==> config.mk <==
export PLATFORM = sky130hd
export DESIGN_NAME = exe_stage
export DESIGN_NICKNAME = d
export VERILOG_FILES = /design/src/rtl/exe_stage.sv
export SDC_FILE = /design/constraint.sdc
export NUM_CORES = 1
export LEC_CHECK = 0
export ABC_AREA = 1
export BUFFER_PORTS_ARGS = -buffer_cell sky130_fd_sc_hd__buf_2
export CAP_MARGIN = 20
export CORE_MARGIN = 2
export CORE_UTILIZATION = 40
export CTS_BUF_LIST = sky130_fd_sc_hd__clkbuf_16
export CTS_CLUSTER_DIAMETER = 30
export DETAILED_ROUTE_END_ITERATION = 10
export MAX_ROUTING_LAYER = met4
export PLACE_DENSITY_LB_ADDON = 0.3
export SYNTH_ARGS = -nofsm -noshare
export SYNTH_HDL_FRONTEND = slang
export SYNTH_SLANG_ARGS = --single-unit
==> constraint.sdc <==
create_clock -name clk -period 0.8 [get_ports clk]
set_input_delay 0.24 -clock clk [delete_from_list [all_inputs] [get_ports clk]]
set_output_delay 0.24 -clock clk [all_outputs]
set_load 0.02 [all_outputs]
==> src/rtl/exe_stage.sv <==
// Execute stage with EXE/MEM pipeline register.
// Define EXE_MUL_EN to build the iterative multi-cycle multiplier (opcode 1100).
module exe_stage #(
  parameter int BITS_PER_CYCLE = 1
) (
  input  logic        clk,
  input  logic        clrn,
  input  logic        ewreg,
  input  logic        em2reg,
  input  logic        ewmem,
  input  logic [3:0]  ealuc,
  input  logic        ealuimm,
  input  logic [4:0]  edestReg,
  input  logic [31:0] eqa,
  input  logic [31:0] eqb,
  input  logic [31:0] eimm32,
  output logic        estall,
  output logic        mwreg,
  output logic        mm2reg,
  output logic        mwmem,
  output logic [4:0]  mdestReg,
  output logic [31:0] malu,
  output logic [31:0] mqb
);

  localparam logic [3:0] OP_MUL = 4'b1100;

  if (!(BITS_PER_CYCLE == 1 || BITS_PER_CYCLE == 2 || BITS_PER_CYCLE == 4)) begin : g_bad_bpc
    $error("exe_stage: BITS_PER_CYCLE must be 1, 2 or 4");
  end

  logic [31:0] b_s;
  logic [31:0] alu_s;
  logic [31:0] result_s;
  logic        estall_s;
  logic        bubble_s;

  // Operand B mux
  always_comb begin
    b_s = ealuimm ? eimm32 : eqb;
  end

  // Single-cycle ALU; MUL is never produced here
  always_comb begin
    alu_s = 32'd0;
    case (ealuc)
      4'b0000: alu_s = eqa + b_s;
      4'b0001: alu_s = eqa - b_s;
      4'b0010: alu_s = eqa & b_s;
      4'b0011: alu_s = eqa | b_s;
      4'b0100: alu_s = eqa ^ b_s;
      4'b0101: alu_s = b_s << eqa[4:0];
      4'b0110: alu_s = b_s >> eqa[4:0];
      4'b0111: alu_s = $signed(b_s) >>> eqa[4:0];
      4'b1000: alu_s = ($signed(eqa) < $signed(b_s)) ? 32'd1 : 32'd0;
      4'b1001: alu_s = (eqa < b_s) ? 32'd1 : 32'd0;
      4'b1010: alu_s = {b_s[15:0], 16'd0};
      default: alu_s = 32'd0;
    endcase
  end

`ifdef EXE_MUL_EN
  localparam int         NCHUNK = 32 / BITS_PER_CYCLE;
  localparam logic [1:0] S_IDLE = 2'd0;
  localparam logic [1:0] S_BUSY = 2'd1;
  localparam logic [1:0] S_DONE = 2'd2;

  logic [1:0]  state_r;
  logic [31:0] acc_r;
  logic [31:0] mcand_r;
  logic [31:0] mplier_r;
  logic [5:0]  count_r;
  logic [31:0] partial_s;

  // Sum of partial products for the low BITS_PER_CYCLE multiplier bits
  always_comb begin
    partial_s = 32'd0;
    for (int j = 0; j < BITS_PER_CYCLE; j++) begin
      if (mplier_r[j]) begin
        partial_s = partial_s + (mcand_r << j);
      end else begin
        partial_s = partial_s;
      end
    end
  end

  // Stall while a multiply is being accepted or iterated; reset forces it low
  always_comb begin
    estall_s = clrn && ((state_r == S_BUSY) || ((state_r == S_IDLE) && (ealuc == OP_MUL)));
    bubble_s = estall_s;
    result_s = (state_r == S_DONE) ? acc_r : alu_s;
  end

  // Multiply sequencer: IDLE loads operands, BUSY retires chunks, DONE hands off
  always_ff @(posedge clk or negedge clrn) begin
    if (!clrn) begin
      state_r  <= S_IDLE;
      acc_r    <= 32'd0;
      mcand_r  <= 32'd0;
      mplier_r <= 32'd0;
      count_r  <= 6'd0;
    end else begin
      case (state_r)
        S_IDLE: begin
          if (ealuc == OP_MUL) begin
            mcand_r  <= eqa;
            mplier_r <= b_s;
            acc_r    <= 32'd0;
            count_r  <= 6'd0;
            state_r  <= S_BUSY;
          end
        end
        S_BUSY: begin
          acc_r    <= acc_r + partial_s;
          mcand_r  <= mcand_r << BITS_PER_CYCLE;
          mplier_r <= mplier_r >> BITS_PER_CYCLE;
          count_r  <= count_r + 6'd1;
          if (count_r == 6'(NCHUNK - 1)) begin
            state_r <= S_DONE;
          end
        end
        S_DONE:  state_r <= S_IDLE;
        default: state_r <= S_IDLE;
      endcase
    end
  end
`else
  // No multiplier: never stall, ALU result goes straight through
  always_comb begin
    estall_s = 1'b0;
    bubble_s = 1'b0;
    result_s = alu_s;
  end
`endif

  assign estall = estall_s;

  // EXE/MEM register; bubbles clear controls but keep data
  always_ff @(posedge clk or negedge clrn) begin
    if (!clrn) begin
      mwreg    <= 1'b0;
      mm2reg   <= 1'b0;
      mwmem    <= 1'b0;
      mdestReg <= 5'd0;
      malu     <= 32'd0;
      mqb      <= 32'd0;
    end else if (bubble_s) begin
      mwreg    <= 1'b0;
      mm2reg   <= 1'b0;
      mwmem    <= 1'b0;
      mdestReg <= 5'd0;
    end else begin
      mwreg    <= ewreg;
      mm2reg   <= em2reg;
      mwmem    <= ewmem;
      mdestReg <= edestReg;
      malu     <= result_s;
      mqb      <= eqb;
    end
  end

endmodule

==> results of run 1 <==
-- state kept, by name (all words and copies together), names as in the netlist --
register / count
mm2reg: 1
mqb: 32
mwmem: 1
mdestReg: 5
mwreg: 1
malu: 32
-- stage by stage --
step                power (W)  TNS, ps  hold WS [ps]
floorplan              0.0112   -39420         -55.6
global placement       0.0175   -60600           221
detailed placement     0.0176   -61660           227
CTS                    0.0240   -67570        0.0931
global route           0.0267   -72940          16.5
finish                 0.0256   -69550          19.1
-- what timing repair did --
| action | in CTS | in global routing |
|---|---|---|
| pin swaps | 91 | 114 |
| cloned | 3 | 0 |
| endpoints found under the hold margin | 104 | 2 |
| setup buffers | 25 | 19 |
| hold buffers | 33 | 2 |
| resized for setup | 400 | 220 |
| endpoints found under the setup margin | 104 | 104 |
-- final timing paths --
path	end	slack, ps	cells past startpoint
hold / removal	mqb[0]	20	1
min in group asynchronous	malu[17]	330	3
setup / recovery	malu[7]	-1490	20
max in group asynchronous	mqb[22]	140	3
-- metal layers --
layer  track usage, %  wire (µm)
met2             75.1      35400
met3             7.34       7110
met1             54.4      29100
met5                -          0
met4             32.2       6670
-- final cells by class --
type / instances / area share, %
multi-input combinational: 1839 / 52.1
tap: 402 / 2.33
timing repair buffer: 785 / 29.8
sequential: 72 / 8.34
clock inverter: 7 / 0.307
clock buffer: 9 / 1.04
timing repair inverter: 1 / 0.0521
antenna: 3 / 0.0347
inverter: 333 / 5.99
-- power groups by stage --
stage	clock, W	combinational, W	sequential, W
final	0.00463	0.0168	0.00418
after floorplan	0	0.00663	0.00454
after global placement	0	0.0133	0.00416
after CTS	0.00456	0.0153	0.00417
after global routing	0.00473	0.0177	0.00419
after detailed placement	0	0.0134	0.00416
-- layout by cell type, fill, tap and decap left out, types with 11 or more instances in the layout --
cell type / n
o22ai_1: 29
ha_4: 34
nand2_1: 689
nor2_4: 44
buf_2: 108
ha_1: 61
nor2_1: 98
buf_6: 101
nor2_2: 23
dfrtp_1: 71
buf_12: 23
nand4_1: 31
nand2_2: 109
inv_1: 258
a21oi_2: 34
nand3_1: 364
buf_4: 513
nand3_2: 29
inv_2: 59
o21ai_2: 11
o21ai_1: 37
inv_4: 12
o21ai_0: 19
nor3_1: 12
a21oi_1: 60
dlygate4sd3_1: 35
nand2_4: 50
nand3_4: 14
o21ai_4: 12
-- cells by family (layout without fill, tap and decap cells) --
family	after synthesis	count (layout)
AOI/OAI and AO/OA	238	238
DFF	72	72
adders and majority gates	101	101
xor gates and xnor gates	4	4
other	1	4
buffers and inverters	435	1135
and+or+nand+nor	1495	1495
==> impl_results.md, run 1 <==
* Chip width at 182 µm
* CTS root buffer: clkbuf_16
* Util after Layout at between 60% and 70%
* Die Y at between 150 and 200 µm
* Count leader, synth: nand2_1
* CP endpoint kind: register
* Area leader, netlist: nand2_1
* Initial Utilization at 40.3%
* Critical path buffer and inverter count at 8
* DP Cell Count at 3,350
* First-pass GRT wire length at about 110,000 µm
* Layout Cells excl Fill at approximately 3,500
* Clock tree buffer depth at 2
* Register bit total from synthesis at 72
* Routed wire length at roughly 80,000 µm
* Max cap viols at 0
* Number of remaining DRC errors at 0
* 1st-pass router iterations at 6
* Share of post-route cells with drive strength above 1 at about two fifths
* CP Launch Point: ealuimm
* Clk pin slew, worst setup/hold paths at ~80 ps
* PortBufs at about 180
* CP arrival at around 2600 ps
* CP max FO at 8
* Io pins at roughly 180
* Final Max Tran Viols at 0
* Remaining global-route overflow at 0
* Post-synth top area share at 24.8%
* Synth Net Count at between 2,000 and 3,000
* Total GRT Usage at between 40 and 50%
* H-tree level count at 3
* Die area at ~33,000 µm²
* Antenna violations before repair at 3
* Pwr dens at roughly 1200 nW/µm²
* Largest family of logic cells by synthesized area: simple AND/OR/NAND/NOR gates
* Post-synth EDFFs at 0
* Post-Synth Adder-Cell Area at about a tenth
* Post-Synth Simple-Gate Area at around half
* Final nets at ~3,300
* Failing checks: setup timing
* Switching share of total power at about half
* FP Rows at 65
* CP Cell Sequence: buf_12, buf_12, inv_12, buf_12, nand2_4, nand2_4, inv_4, ha_4, buf_4, nand2_4, inv_4, a21oi_2, nand2_2, buf_4, nand2_1, o21ai_1, a21oi_2, nand3_2, nor2_1, nand2_1
* Main synth FF type: dfrtp_1
* Dpl ws at -2180 ps
* Multi-input gate area in the final layout at 11,300 µm²
* Worst vdd ir at between 0.0015 and 0.002 V
* Post-DP HPWL at just over 60,000 µm
* Setup Viol. Count Final at roughly 100
* Routability-driven placement congestion ratio at about 1.1
* Required @ worst endpoint at around 1100 ps
* CORE AREA at around 31,000 µm²
* Sequential Area at about 1800 µm²
* Post-Syn Instances at 2,346
* # fillers at around 2,700
* Family with the most delay on the worst path: buffers and inverters
* Compound-Gate Fraction of Synth Area at approximately a tenth
* Vias in the first global route at 19,100
* Initial DRC count at around 2,500
* Final Cell Area at 21,600 µm²
* Synth warnings at 0
* Outcome: finished with violations
* Fin crit period at ~2300 ps
* Maximum clock frequency at between 0.4 and 0.5 GHz
* Largest cells by area after synthesis: nand2_1, nand3_1, dfrtp_1, ha_1, inv_1
* Hold path startpoint: eqb[0]
* Avg Cell Area, Syn at 5.38 µm²
* WL/cell at approximately 23 µm
* Tcrit/Tclk final at 286%
* Post-synthesis cell area at roughly 13,000 µm²
* Logic pwr share at between 60% and 70%
* Xor-xnor portion of the synthesized cell area at less than 1%
* Switch Pwr at 0.0124 W
* Largest net degree at the start of global routing at 60
* Post-DR vias/cell at roughly 5.7
* Setup ws final at -1490 ps
* Internal Power at roughly 0.013 W
* Num CTS Buffers at 9
* Clock network power share at between 10% and 20%
* Post-synthesis mux area share at 0%
* Placed instance area at 18,300 µm²
* Hold Crit Class: in2reg
* Unrepaired setup endpoints after global routing: true
* CTS tree: built
* Seq pwr share at about 16%
* Number of distinct library cells after synthesis at 47
* Slowest CP cell: ha_4
* Final ANT Viol Nets at 0
* Share of async-settable or async-resettable flops after synthesis at 100%
* Leakage at 11.7 nW
* Vias post-DR at about 20,000
* Synth top cells by count: nand2_1, nand3_1, inv_1
* Sequential fraction of the synthesis area at 14.3%
* Crit path kind: in2reg
* Fin. Hold Viols at 0
* Startpoint Class: input pin
* P&R area growth vs syn at 71.5%
* Num Clock Sinks at 72
* CP max stage delay at 280 ps
No activity file was read; power rests on OpenSTA's default activity.
==> inputs of run 2 (changes only) <==
- CELL_PAD_IN_SITES_DETAIL_PLACEMENT: unset -> 0
- CELL_PAD_IN_SITES_GLOBAL_PLACEMENT: unset -> 2
- CORE_UTILIZATION: 40 -> 30
- PLACE_DENSITY_LB_ADDON: 0.3 -> 0.1
==> run 2 against run 1 <==
- the run still ends with setup timing left
- non-clock buffer count up 78
- power increased by 4.6%
- first-iteration DRC count shrank 38%
- cell area is 6.4% higher
- worst setup slack improved by 56 ps
- clock-buffer cell count did not move
- largest power group unchanged
- clock power fell by 4%
- critical path depth rose by 1
- flip-flop and latch count stayed put
- die area increased by 33%
- global-route usage fell by 8.3 points
- fmax rose by 2.5%
- highest routed layer unchanged
- critical endpoint is now malu[28]
==> impl_results.md, run 2 (synthesis results as in run 1) <==
* Outcome: finished with violations
* Failing checks: setup timing
* Startpoint Class: input pin
* Largest net degree at the start of global routing at 53 (-12%)
* Die area at 43,700 µm² (+33%)
* Leakage at 12.2 nW (+4.5%)
* Slowest CP cell: ha_4
* CTS tree: built
* First-pass GRT wire length at 120,000 µm (+7.4%)
* Tcrit/Tclk final at 279% (-7.0 points)
* Final hold slack at 11.9 ps (-7.16 ps)
* Pwr dens at 1170 nW/µm² (-1.6%)
* 1st-pass router iterations at 6 (unchanged)
* Chip width at 209 µm (+15%)
* Final nets at 3,331 (+2.4%)
* FP Rows at 75 (+15%)
* Post-DR vias/cell at 5.22 (-9.0%)
* Io pins at 184 (unchanged)
* P&R area growth vs syn at 82.4%
* Vias in the first global route at 19,400 (+1.6%)
* Worst Hold End: mqb[0]
* Num CTS Buffers at 9 (unchanged)
* Required @ worst endpoint at 1070 ps (about the same)
* Fin crit period at 2230 ps (-56.2 ps)
* Placed instance area at 19,000 µm² (+4.1%)
* # diodes at 0 (-3)
* Maximum clock frequency at 0.448 GHz (+2.5%)
* Post-DP HPWL at 68,600 µm (+12%)
* CORE AREA at 41,800 µm² (+33%)
* Clock tree buffer depth at 2 (unchanged)
* Routability-driven placement congestion ratio at 1.01 (-8.4%)
* Max cap viols at 0 (unchanged)
* Dpl ws at -2190 ps (-12.0 ps)
* WL/cell at 22.7 µm (+0.30%)
* Largest registers: malu: 32 flops, mqb: 32 flops, mdestReg: 5 flops
* Final Max Tran Viols at 0 (unchanged)
* Critical path buffer and inverter count at 8 (unchanged)
* Hold Crit Class: in2reg
* Num Clock Sinks at 72 (unchanged)
* PortBufs at 182 (unchanged)
* Hold Path Depth at 1 (unchanged)
* CP max stage delay at 280 ps (about the same)
* Number of remaining DRC errors at 0 (unchanged)
* Setup Viol. Count Final at 104 (unchanged)
* Util after Layout at 55.1% (-14 points)
* Worst vdd ir at 0.00109 V (-27%)
* CP arrival at 2500 ps (-70 ps)
* Hold path startpoint: eqb[0]
* # fillers at 4,158 (+53%)
* Crit-path most repeated cell: nand2_2
* Initial Utilization at 30.2% (-10 points)
* Routed wire length at 83,300 µm (+6.5%)
* Share of post-route cells with drive strength above 1 at 46.2% (+5.4 points)
* Most frequent cells in the layout: nand2_1, buf_4, nand3_1
* Family with the most delay on the worst path: simple AND/OR/NAND/NOR gates
* CTS root buffer: clkbuf_16
* Final Cell Area at 23,000 µm² (+6.4%)
* Final ANT Viol Nets at 0 (unchanged)
* CP endpoint kind: register
* Fin. Hold Viols at 0 (unchanged)
* Crit path kind: in2reg
* Antenna violations before repair at 1 (-2)
* Vias post-DR at 19,100 (-3.5%)
* Setup ws final at -1430 ps (+56.2 ps)
* CP Cell Sequence: buf_12, buf_12, inv_12, buf_8, nand2_2, nand2_2, inv_2, ha_4, buf_6, nor2_4, buf_6, nand2_1, nor2_2, nand2_4, nand3_4, buf_4, nand2_2, nand3_2, nand2_1, nand3_2, nand4_1
* CP max FO at 7 (-1)
* Commonest non-fill, non-tap cell in the layout: nand2_1
* Die Y at 209 µm (+15%)
* Remaining global-route overflow at 0 (unchanged)
* Initial DRC count at 1,537 (-38%)
* Unrepaired setup endpoints after global routing: true
* Clk pin slew, worst setup/hold paths at 80 ps (about the same)
* H-tree level count at 3 (unchanged)
* Total GRT Usage at 38.7% (-8.3 points)
-- run 2: cell count changes in the layout (fill, tap and decap cells not counted), moves of 13 or more --
cell     before  now
buf_6       101  144
inv_2        59   80
nand2_1     689  641
buf_4       513  544
nor2_1       98   83
nand2_2     109  148
inv_1       258  236
o21ai_2      11   24
-- run 2: timing repair --
action,in CTS,in global routing
buffers inserted,41,17
pin swaps,157,129
cloned,3,0
hold buffers,35,0
gates resized for setup,597,230
hold endpoints to repair,106,0
endpoints found under the setup margin,104,104
-- run 2: worst max path at each step --
| stage | start | end | slack, ps | depth (start not counted) |
|---|---|---|---|---|
| 2_1_floorplan | ealuimm | malu[22] | -1310 | 17 |
| 3_3_place_gp | ealuimm | malu[15] | -2200 | 19 |
| 3_5_place_dp | ealuimm | malu[15] | -2190 | 19 |
| 4_1_cts | ealuimm | malu[28] | -1400 | 20 |
| 5_1_grt | ealuimm | malu[19] | -1490 | 20 |
| 6_report | ealuimm | malu[28] | -1430 | 21 |
-- run 2: cell type report --
class / instances / area [µm²] / share of cell area, %
Sequential cell: 72 / 1810 / 7.85
Tap cell: 539 / 674 / 2.93
Timing Repair Buffer: 863 / 7220 / 31.4
Clock inverter: 7 / 62.6 / 0.272
Timing Repair inverter: 1 / 8.76 / 0.0381
Multi-Input combinational cell: 1839 / 11700 / 50.9
Inverter: 333 / 1300 / 5.66
Clock buffer: 9 / 225 / 0.979
-- run 2: layer usage --
layer  share of wire (%)  vias to the layer above  track usage (%)
met5                   0                        -                -
met3                 5.7                      189             4.04
met2                  48                      742             65.6
met4                 6.6                        0             20.7
met1                  40                     9099             45.1
li1                    -                     9077                -
-- run 2: through the flow --
stage / setup TNS (ps) / cells / total power, W
2_1_floorplan: -39420 / 2346 / 0.0112
3_3_place_gp: -63530 / 3558 / 0.0185
3_5_place_dp: -63760 / 3558 / 0.0186
4_1_cts: -67520 / 3648 / 0.0256
5_1_grt: -70920 / 3663 / 0.0281
6_report: -66840 / 3663 / 0.0268
-- run 2: where the power goes --
| part | internal (W) | leakage [nW] | total, W | switching (W) |
|---|---|---|---|---|
| clock network | 0.00218 | 0.133 | 0.00446 | 0.00229 |
| logic | 0.00780 | 11.2 | 0.0182 | 0.0104 |
| registers | 0.00396 | 0.878 | 0.00418 | 0.000217 |
==> inputs of run 3 (changes only) <==
- RECOVER_POWER: unset -> 25
==> run 3 against run 2 <==
- non-clock buffer count did not move
- the flow still finishes with violations (setup timing)
- cell area barely moved
- critical path depth did not move
- fmax rose by 0.34%
- via count barely moved
- flip-flop and latch count did not move
- core utilization barely moved
- critical endpoint unchanged
- power barely moved
- combinational power barely moved
- worst setup slack improved by 7.6 ps
- clock power barely moved
==> impl_results.md, run 3 (synthesis results as in run 1) <==
* Outcome: finished with violations
* Failing checks: setup timing
* CP Launch Point: ealuimm
* H-tree level count at 3 (unchanged)
* # diodes at 0 (unchanged)
* Hold Crit Class: in2reg
* CP max FO at 7 (unchanged)
* Largest registers: malu: 32 flops, mqb: 32 flops, mdestReg: 5 flops
* CP max stage delay at 280 ps (about the same)
* Fin. Hold Viols at 0 (unchanged)
* P&R area growth vs syn at 82.3% (about the same)
* Share of post-route cells with drive strength above 1 at 45.9% (-0.26 points)
* Clk pin slew, worst setup/hold paths at 80 ps (about the same)
* CTS tree: built
* Crit path kind: in2reg
* Routability-driven placement congestion ratio at 1.01 (unchanged)
* WL/cell at 22.8 µm (+0.24%)
* Setup crit end: malu[28]
* Chip width at 209 µm (unchanged)
* Final Max Tran Viols at 0 (unchanged)
* Most frequent cells in the layout: nand2_1, buf_4, nand3_1
* DP Cell Count at 3,558 (unchanged)
* Clock tree buffer depth at 2 (unchanged)
* Startpoint Class: input pin
* Num CTS Buffers at 9 (unchanged)
* CTS root buffer: clkbuf_16
* Fin crit period at 2230 ps (-7.62 ps)
* Num Clock Sinks at 72 (unchanged)
* FP Rows at 75 (unchanged)
* Pwr dens at 1170 nW/µm² (+0.11%)
* CORE AREA at 41,800 µm² (unchanged)
* Crit-path most repeated cell: nand2_2
* Final hold slack at 28.5 ps (+16.6 ps)
* Levels on crit path at 21 (unchanged)
* Final ANT Viol Nets at 0 (unchanged)
* Family with the most delay on the worst path: simple AND/OR/NAND/NOR gates
* First-pass GRT wire length at 120,000 µm (unchanged)
* Maximum clock frequency at 0.449 GHz (+0.34%)
* CP arrival at 2490 ps (about the same)
* PortBufs at 182 (unchanged)
* Initial DRC count at 1,545 (+0.52%)
* CP endpoint kind: register
* Remaining global-route overflow at 0 (unchanged)
* Setup Viol. Count Final at 130 (+25%)
* Required @ worst endpoint at 1070 ps (about the same)
* Leakage at 12.2 nW (-0.19%)
* Layout Cells excl Fill at 3,663 (unchanged)
* Max cap viols at 0 (unchanged)
* Number of remaining DRC errors at 0 (unchanged)
* Io pins at 184 (unchanged)
* Initial Utilization at 30.2% (unchanged)
* Largest net degree at the start of global routing at 53 (unchanged)
* 1st-pass router iterations at 5 (-1)
* Vias in the first global route at 19,400 (unchanged)
* Post-DP HPWL at 68,600 µm (unchanged)
* Critical path buffer and inverter count at 8 (unchanged)
* CP Cell Sequence: buf_12, buf_12, inv_12, buf_8, nand2_2, nand2_2, inv_2, ha_4, buf_6, nor2_4, buf_6, nand2_1, nor2_2, nand2_4, nand3_4, buf_4, nand2_2, nand3_2, nand2_1, nand3_2, nand4_1
* Total GRT Usage at 38.7% (unchanged)
* Tcrit/Tclk final at 278% (-0.95 points)
* Die Y at 209 µm (unchanged)
* Post-DR vias/cell at 5.22 (about the same)
* Final nets at 3,331 (unchanged)
* Vias post-DR at 19,100 (+0.084%)
* Routed wire length at 83,500 µm (+0.24%)
* Antenna violations before repair at 1 (unchanged)
* Slowest CP cell: ha_4
* Total negative slack at -67,280 ps (-439 ps)
* Die area at 43,700 µm² (unchanged)
* Unrepaired setup endpoints after global routing: true
* Setup ws final at -1430 ps (+7.62 ps)
* Commonest non-fill, non-tap cell in the layout: nand2_1
* Worst vdd ir at 0.00109 V (+0.20%)
## run 3: cell count changes in the layout (fill, tap and decap cells not counted)
cell / previous run / this run
clkbuf_1: 0 / 8
clkbuf_2: 0 / 1
buf_2: 108 / 100
buf_4: 544 / 543
## run 3: metrics by stage
step | worst slack, ps | total power, W | area, µm² | util (%)
global route | -1490 | 0.0281 | 23000 | 55.1
floorplan | -1310 | 0.0112 | 13500 | -
finish | -1430 | 0.0268 | 23000 | 55.1
global placement | -2200 | 0.0185 | 19000 | 45.6
detailed placement | -2190 | 0.0186 | 19000 | 45.6
CTS | -1400 | 0.0256 | 22100 | 53.0
## run 3: timing repair
item	CTS	global route
setup buffers	41	17
pin swaps	157	129
hold endpoints to repair	106	0
gates resized for setup	597	230
hold buffers	35	0
endpoints found under the setup margin	104	104
cloned	3	0
## run 3: worst min-delay path by stage
stage	from	end	slack (ps)	cells after the start
detailed placement	clrn	malu[8]	90	1
global route	eqb[0]	mqb[0]	20	1
floorplan	clrn	malu[0]	-60	0
global placement	clrn	malu[16]	90	1
finish	eqb[0]	mqb[0]	30	1
CTS	eqb[1]	mqb[1]	0.2	1
## run 3: area by class of cell
cell class / count / area, µm²
Timing Repair Buffer: 863 / 7210
Timing Repair inverter: 1 / 8.76
Fill cell: 4164 / 18800
Inverter: 333 / 1300
Clock inverter: 7 / 62.6
Tap cell: 539 / 674
Multi-Input combinational cell: 1839 / 11700
Clock buffer: 9 / 225
Sequential cell: 72 / 1810
## run 3: power breakdown
group | internal (W) | switching [W]
Combinational | 0.00779 | 0.0104
Clock | 0.00218 | 0.00231
Sequential | 0.00396 | 0.000219
## run 3: layer usage
layer	vias up	track usage, %	wire [µm]
met4	0	20.7	5600
met1	9095	45.1	33500
met3	188	4.04	4600
met5	-	-	0
li1	9076	-	-
met2	764	65.6	39800
